**config.mk**
```make
export PLATFORM = sky130hd
export DESIGN_NAME = reg_file_mp_flat
export DESIGN_NICKNAME = d
export VERILOG_FILES = /design/src/rtl/reg_file_mp_if.sv /design/src/rtl/reg_file_mp.sv /design/src/flat_wrapper.sv
export SDC_FILE = /design/constraint.sdc
export NUM_CORES = 2
export LEC_CHECK = 0
export BUFFER_PORTS_ARGS = -buffer_cell sky130_fd_sc_hd__buf_2
export CORE_MARGIN = 10
export CORE_UTILIZATION = 55
export CTS_CLUSTER_SIZE = 14
export DETAILED_ROUTE_END_ITERATION = 12
export PLACE_DENSITY = 0.71
export SLEW_MARGIN = 20
export SYNTH_ARGS = -nofsm -noshare
export SYNTH_HDL_FRONTEND = slang
export SYNTH_SLANG_ARGS = --single-unit
```
**constraint.sdc**
```tcl
create_clock -name clk -period 3.1 [get_ports clk]
set_clock_uncertainty 0.2 [all_clocks]
set_input_delay 0.155 -clock clk [delete_from_list [all_inputs] [get_ports clk]]
set_output_delay 0.155 -clock clk [all_outputs]
set_load 0.01 [all_outputs]
```
**src/rtl/reg_file_mp_if.sv**
```systemverilog
// reg_file_mp_if: write, read, scoreboard and clear signals of the multi-port register file
interface reg_file_mp_if #(
    parameter int DATA_WIDTH = 32,
    parameter int ADDR_WIDTH = 5,
    parameter int NUM_RD     = 2
);
    logic                         wr_en;
    logic [ADDR_WIDTH-1:0]        wr_addr;
    logic [DATA_WIDTH-1:0]        wr_data;
    logic [NUM_RD*ADDR_WIDTH-1:0] rd_addr;
    logic [NUM_RD*DATA_WIDTH-1:0] rd_data;
    logic [NUM_RD-1:0]            rd_pending;
    logic                         sb_set_en;
    logic [ADDR_WIDTH-1:0]        sb_set_addr;
    logic                         clr_req;
    logic                         clr_busy;
    modport master (output wr_en, wr_addr, wr_data, rd_addr, sb_set_en, sb_set_addr, clr_req,
                    input rd_data, rd_pending, clr_busy);
    modport slave (input wr_en, wr_addr, wr_data, rd_addr, sb_set_en, sb_set_addr, clr_req,
                   output rd_data, rd_pending, clr_busy);
endinterface

```
**src/rtl/reg_file_mp.sv**
```systemverilog
// reg_file_mp: multi-read-port register file with zero register, write bypass, pending scoreboard and sequential clear
module reg_file_mp #(
    parameter int DATA_WIDTH = 32,
    parameter int ADDR_WIDTH = 5,
    parameter int NUM_RD     = 2,
    parameter int BYPASS     = 1
) (
    input  logic          clk,
    input  logic          rst_n,
    reg_file_mp_if.slave  bus
);
    localparam int DEPTH = 2**ADDR_WIDTH;
    localparam logic [ADDR_WIDTH-1:0] LAST = ADDR_WIDTH'(DEPTH-1);
    typedef enum logic {IDLE, CLEAR} state_t;
    state_t                state_q, state_d;
    logic [ADDR_WIDTH-1:0] cnt_q, cnt_d;
    logic [DEPTH-1:0]      pend_q, pend_d;
    logic [DATA_WIDTH-1:0] mem_q [DEPTH];
    logic                  wr_ok, set_ok;
    assign wr_ok  = bus.wr_en && state_q == IDLE && bus.wr_addr != '0;
    assign set_ok = bus.sb_set_en && state_q == IDLE && bus.sb_set_addr != '0;
    always_ff @(posedge clk or negedge rst_n) begin
        if (!rst_n) begin
            state_q <= IDLE;
            cnt_q   <= '0;
            pend_q  <= '0;
        end else begin
            state_q <= state_d;
            cnt_q   <= cnt_d;
            pend_q  <= pend_d;
        end
    end
    // set is applied after the write-clear so a same-address set wins; a clear request wipes everything
    always_comb begin
        state_d = state_q == IDLE ? (bus.clr_req ? CLEAR : IDLE) : (cnt_q == LAST ? IDLE : CLEAR);
        cnt_d   = state_q == IDLE ? (bus.clr_req ? ADDR_WIDTH'(1) : cnt_q) : cnt_q + 1'b1;
        pend_d  = pend_q;
        if (wr_ok) pend_d[bus.wr_addr] = 1'b0;
        if (set_ok) pend_d[bus.sb_set_addr] = 1'b1;
        if (state_q == IDLE && bus.clr_req) pend_d = '0;
        pend_d[0] = 1'b0;
    end
    always_comb begin
        bus.clr_busy = state_q == CLEAR;
    end
    always_ff @(posedge clk or negedge rst_n) begin
        if (!rst_n) begin
            for (int i = 0; i < DEPTH; i++) mem_q[i] <= '0;
        end else if (state_q == CLEAR) begin
            mem_q[cnt_q] <= '0;
        end else if (wr_ok) begin
            mem_q[bus.wr_addr] <= bus.wr_data;
        end
    end
    for (genvar k = 0; k < NUM_RD; k++) begin : g_rd
        logic [ADDR_WIDTH-1:0] a;
        logic                  hit;
        assign a   = bus.rd_addr[k*ADDR_WIDTH +: ADDR_WIDTH];
        assign hit = BYPASS != 0 && wr_ok && bus.wr_addr == a;
        assign bus.rd_data[k*DATA_WIDTH +: DATA_WIDTH] = a == '0 ? '0 : hit ? bus.wr_data : mem_q[a];
        assign bus.rd_pending[k] = pend_q[a] && !(hit && !(set_ok && bus.sb_set_addr == a));
    end
endmodule

```
**src/flat_wrapper.sv**
```systemverilog
// flat-port wrapper written by rule: the top's interface ports become plain ports
module reg_file_mp_flat 
#(
    parameter int DATA_WIDTH = 32,
    parameter int ADDR_WIDTH = 5,
    parameter int NUM_RD     = 2,
    parameter int BYPASS     = 1
)
  (clk, rst_n, bus_wr_en, bus_wr_addr, bus_wr_data, bus_rd_addr, bus_sb_set_en, bus_sb_set_addr, bus_clr_req, bus_rd_data, bus_rd_pending, bus_clr_busy);
  reg_file_mp_if #(.DATA_WIDTH(DATA_WIDTH), .ADDR_WIDTH(ADDR_WIDTH), .NUM_RD(NUM_RD)) bus_i ();
  input  logic clk;
  input  logic rst_n;
  input wire logic [$bits(bus_i.wr_en)-1:0] bus_wr_en;
  input wire logic [$bits(bus_i.wr_addr)-1:0] bus_wr_addr;
  input wire logic [$bits(bus_i.wr_data)-1:0] bus_wr_data;
  input wire logic [$bits(bus_i.rd_addr)-1:0] bus_rd_addr;
  input wire logic [$bits(bus_i.sb_set_en)-1:0] bus_sb_set_en;
  input wire logic [$bits(bus_i.sb_set_addr)-1:0] bus_sb_set_addr;
  input wire logic [$bits(bus_i.clr_req)-1:0] bus_clr_req;
  output wire logic [$bits(bus_i.rd_data)-1:0] bus_rd_data;
  output wire logic [$bits(bus_i.rd_pending)-1:0] bus_rd_pending;
  output wire logic [$bits(bus_i.clr_busy)-1:0] bus_clr_busy;
  assign bus_i.wr_en = bus_wr_en;
  assign bus_i.wr_addr = bus_wr_addr;
  assign bus_i.wr_data = bus_wr_data;
  assign bus_i.rd_addr = bus_rd_addr;
  assign bus_i.sb_set_en = bus_sb_set_en;
  assign bus_i.sb_set_addr = bus_sb_set_addr;
  assign bus_i.clr_req = bus_clr_req;
  assign bus_rd_data = bus_i.rd_data;
  assign bus_rd_pending = bus_i.rd_pending;
  assign bus_clr_busy = bus_i.clr_busy;
  reg_file_mp #(.DATA_WIDTH(DATA_WIDTH), .ADDR_WIDTH(ADDR_WIDTH), .NUM_RD(NUM_RD), .BYPASS(BYPASS)) u_core (.clk(clk), .rst_n(rst_n), .bus(bus_i));
endmodule
```
==> summary.txt <==
Global-route wire length before repair: 354000 um
PnR Total Power: 43.9 mW
Final nets: 4652
Final period util: 1.08
Total grt overflow: 0
Total track usage: 0.413
Gate power share: 0.250
Final Hold Vio Count: 0
CP arrival: 3000 ps
Maximum VDD drop: 0.485 mV
Final instance count without filler cells: 6073
Max clock buf depth: 3
Post-synthesis average cell area: 12.8 um^2
Register bit total from synthesis: 1061
Filler cells: 7459
Most frequent cells in the layout: dfrtp_1 (1060), a22o_1 (1015), mux2i_1 (348), mux4_2 (325), buf_4 (304)
Setup WS post-layout: -257 ps
Post-synth EDFFs: 0
Worst R2R End: u_core.mem_q[205]
Initial Util: 0.553
Critical Path Sink Type: output pin
Slew Viols, Final: 0
Die height: 342 um
Net Sw Power: 14.1 mW
CTS sink count: 1061
DR DRC count: 0
CP max FO: 7
DRT Pass-1 Iters: 8
Yosys cell types: 82
I/O pins: 124
Top_reg_cell synth: dfrtp_1
Status: complete, but fails checks
Worst min-delay path category: primary input to flip-flop
Final setup violation count: 38
Crit start category: flip-flop
Critical path cell sequence: and2b_2 -> o31ai_4 -> nor4_4 -> buf_4 -> buf_12 -> buf_6 -> nor3_4 -> nor3_4 -> buf_2
H-tree levels: 3
PortBufs: 123
Clk root buf: clkbuf_16
Setup slack, reg-to-reg: 0 ps
Crit path kind: flip-flop to output pin
Maxcap violations: 0
Cell Rows: 118
CP peak stage delay: 410 ps
Period minus WS final: 3360 ps
Cells after DPL: 5777
DRT antenna net count: 0
P_int: 29.8 mW
Vias in the first global route: 48900
Register area share after synthesis: 0.465
Core ar.: 0.103 mm^2
FMAX: 298 MHz
Leakage: 30.3 nW
Starting DRT DRC Count: 8535
Worst hold slack: 11.0 ps
Area of all placed cells without fillers: 0.0669 mm^2
Initial antenna violation count: 10
Hold Path Depth: 5
Worst-Margin Slew: 1320 ps
Vias: 49600
Post-layout util: 0.648
Cell count after synthesis: 4464
Via density per instance: 8.17
Die Wd: 342 um
CTS Buf Count: 112
DP Worst Slack: -12.4 ps
Instance area at placement: 0.0612 mm^2
Dpl hpwl: 148000 um
Most common cell after layout, fill and taps aside: dfrtp_1
Crit-path most repeated cell: nor3_4
Setup TNS: -3790 ps
Hold path endpoint: u_core.pend_q[27]
Sequential fraction of design power: 0.415
Clock power share: 0.335
YS warnings: 0
Post-Syn Nets: 4526
Fraction of layout cells with a size suffix above 1: 0.289
P per Cell Area: 656 mW/mm^2
HP Start: bus_wr_addr[1]
Critical R2R Launch: u_core.bus.clr_busy
GPL Wtd Cong: 0.965
Asr flop ratio synth: 1.00
Area delta synth->final: 17.2%
FF-to-FF path depth: 7
Violated checks: negative setup slack
Skew-Pair Late Insertion Delay: 730 ps
Final wirelength: 248000 um
CTS tree: yes
Worst EP required: 2740 ps
Max stage delay cell, worst path: dfrtp_2
Largest net degree at the start of global routing: 92
Post-Syn Area: 0.0571 mm^2
RSZ-0062 raised after global routing: yes
Slew headroom: 0.119
Clk slew on worst S/H paths: 60 ps
Sw Share: 0.321
Wire length per cell: 40.8 um
Die ar.: 0.117 mm^2
kinds of logic after synthesis:
logic type	after synthesis	synth area share
flip-flops	1061	0.465
AND/OR/NAND/NOR	440	0.0428
multiplexers	794	0.213
buffers and inverters	590	0.0526
adder cells (fa/ha/maj)	5	0.00110
AO/OA/AOI/OAI	1552	0.222
XOR/XNOR	22	0.00338
power by group through the flow:
stage,sequential [mW],combinational (mW),clock [mW]
floorplan,17.6,6.45,0
global placement,18.1,10.0,0
CTS,18.0,10.5,14.6
detailed placement,18.2,10.2,0
finish,18.2,11.0,14.7
global route,18.3,11.3,15.2
worst max-delay path: cells and delay by family (launching register included):
kind | cells | cell delay (ps)
AO/OA/AOI/OAI | 1 | 90
buffers and inverters | 4 | 710
flip-flops | 1 | 410
AND/OR/NAND/NOR | 4 | 1040
flip-flops by register name, summed over array words and instances, names as in the netlist:
| signal | count |
|---|---|
| u_core.mem_q | 1024 |
| u_core.cnt_q | 5 |
| u_core.pend_q | 31 |
| u_core.bus.clr_busy | 1 |
per-layer routing:
layer / vias up / wire (um) / GRT usage
met3: 1398 / 41400 / 0.194
met1: 24900 / 83000 / 0.509
met5: - / 83 / 0.00333
met2: 5207 / 101000 / 0.563
met4: 7 / 22400 / 0.302
li1: 18100 / - / -
synthesized netlist by cell type (all sizes together) (65+ instances only):
| cell type | instances | area share |
|---|---|---|
| o21ai | 66 | 0.0059 |
| nor2 | 103 | 0.0069 |
| mux4 | 325 | 0.13 |
| mux2 | 117 | 0.023 |
| clkbuf | 332 | 0.022 |
| o22ai | 103 | 0.011 |
| buf | 248 | 0.030 |
| a21oi | 100 | 0.0090 |
| dfrtp | 1061 | 0.47 |
| a22o | 1015 | 0.16 |
| mux2i | 352 | 0.062 |
| a221oi | 82 | 0.013 |
| nor3 | 65 | 0.0071 |
worst max path at each step:
stage / start / to / slack (ps) / cells past startpoint
3_3_place_gp: bus_rd_addr[9] / bus_rd_data[57] / 20 / 8
4_1_cts: u_core.bus.clr_busy / bus_rd_data[57] / -100 / 8
5_1_grt: u_core.bus.clr_busy / bus_rd_data[43] / -270 / 9
2_1_floorplan: u_core.bus.clr_busy / bus_rd_data[61] / 690 / 7
3_5_place_dp: bus_rd_addr[9] / bus_rd_data[57] / -10 / 8
6_report: u_core.bus.clr_busy / bus_rd_data[43] / -260 / 9
area by class of cell:
cell class	count	area, um^2	area share
multi-input cells	2813	28700	0.430
flip-flops and latches	1061	26600	0.397
repair buffers	592	5830	0.0872
clock buffers	164	3370	0.0504
well taps	1380	1730	0.0258
clock inverters	45	629	0.00941
inverters	10	37.5	0.000561
diodes	8	20.0	0.000299
what timing repair did:
action	4_1_cts	5_1_grt
gates resized for setup	92	77
buffers inserted	15	15
pin swaps	13	31
hold buffers	54	0
endpoints found under the hold margin	1884	0
cloned	5	1
setup endpoints to repair	63	47
Note: power is estimated with default switching activity, not from simulation.
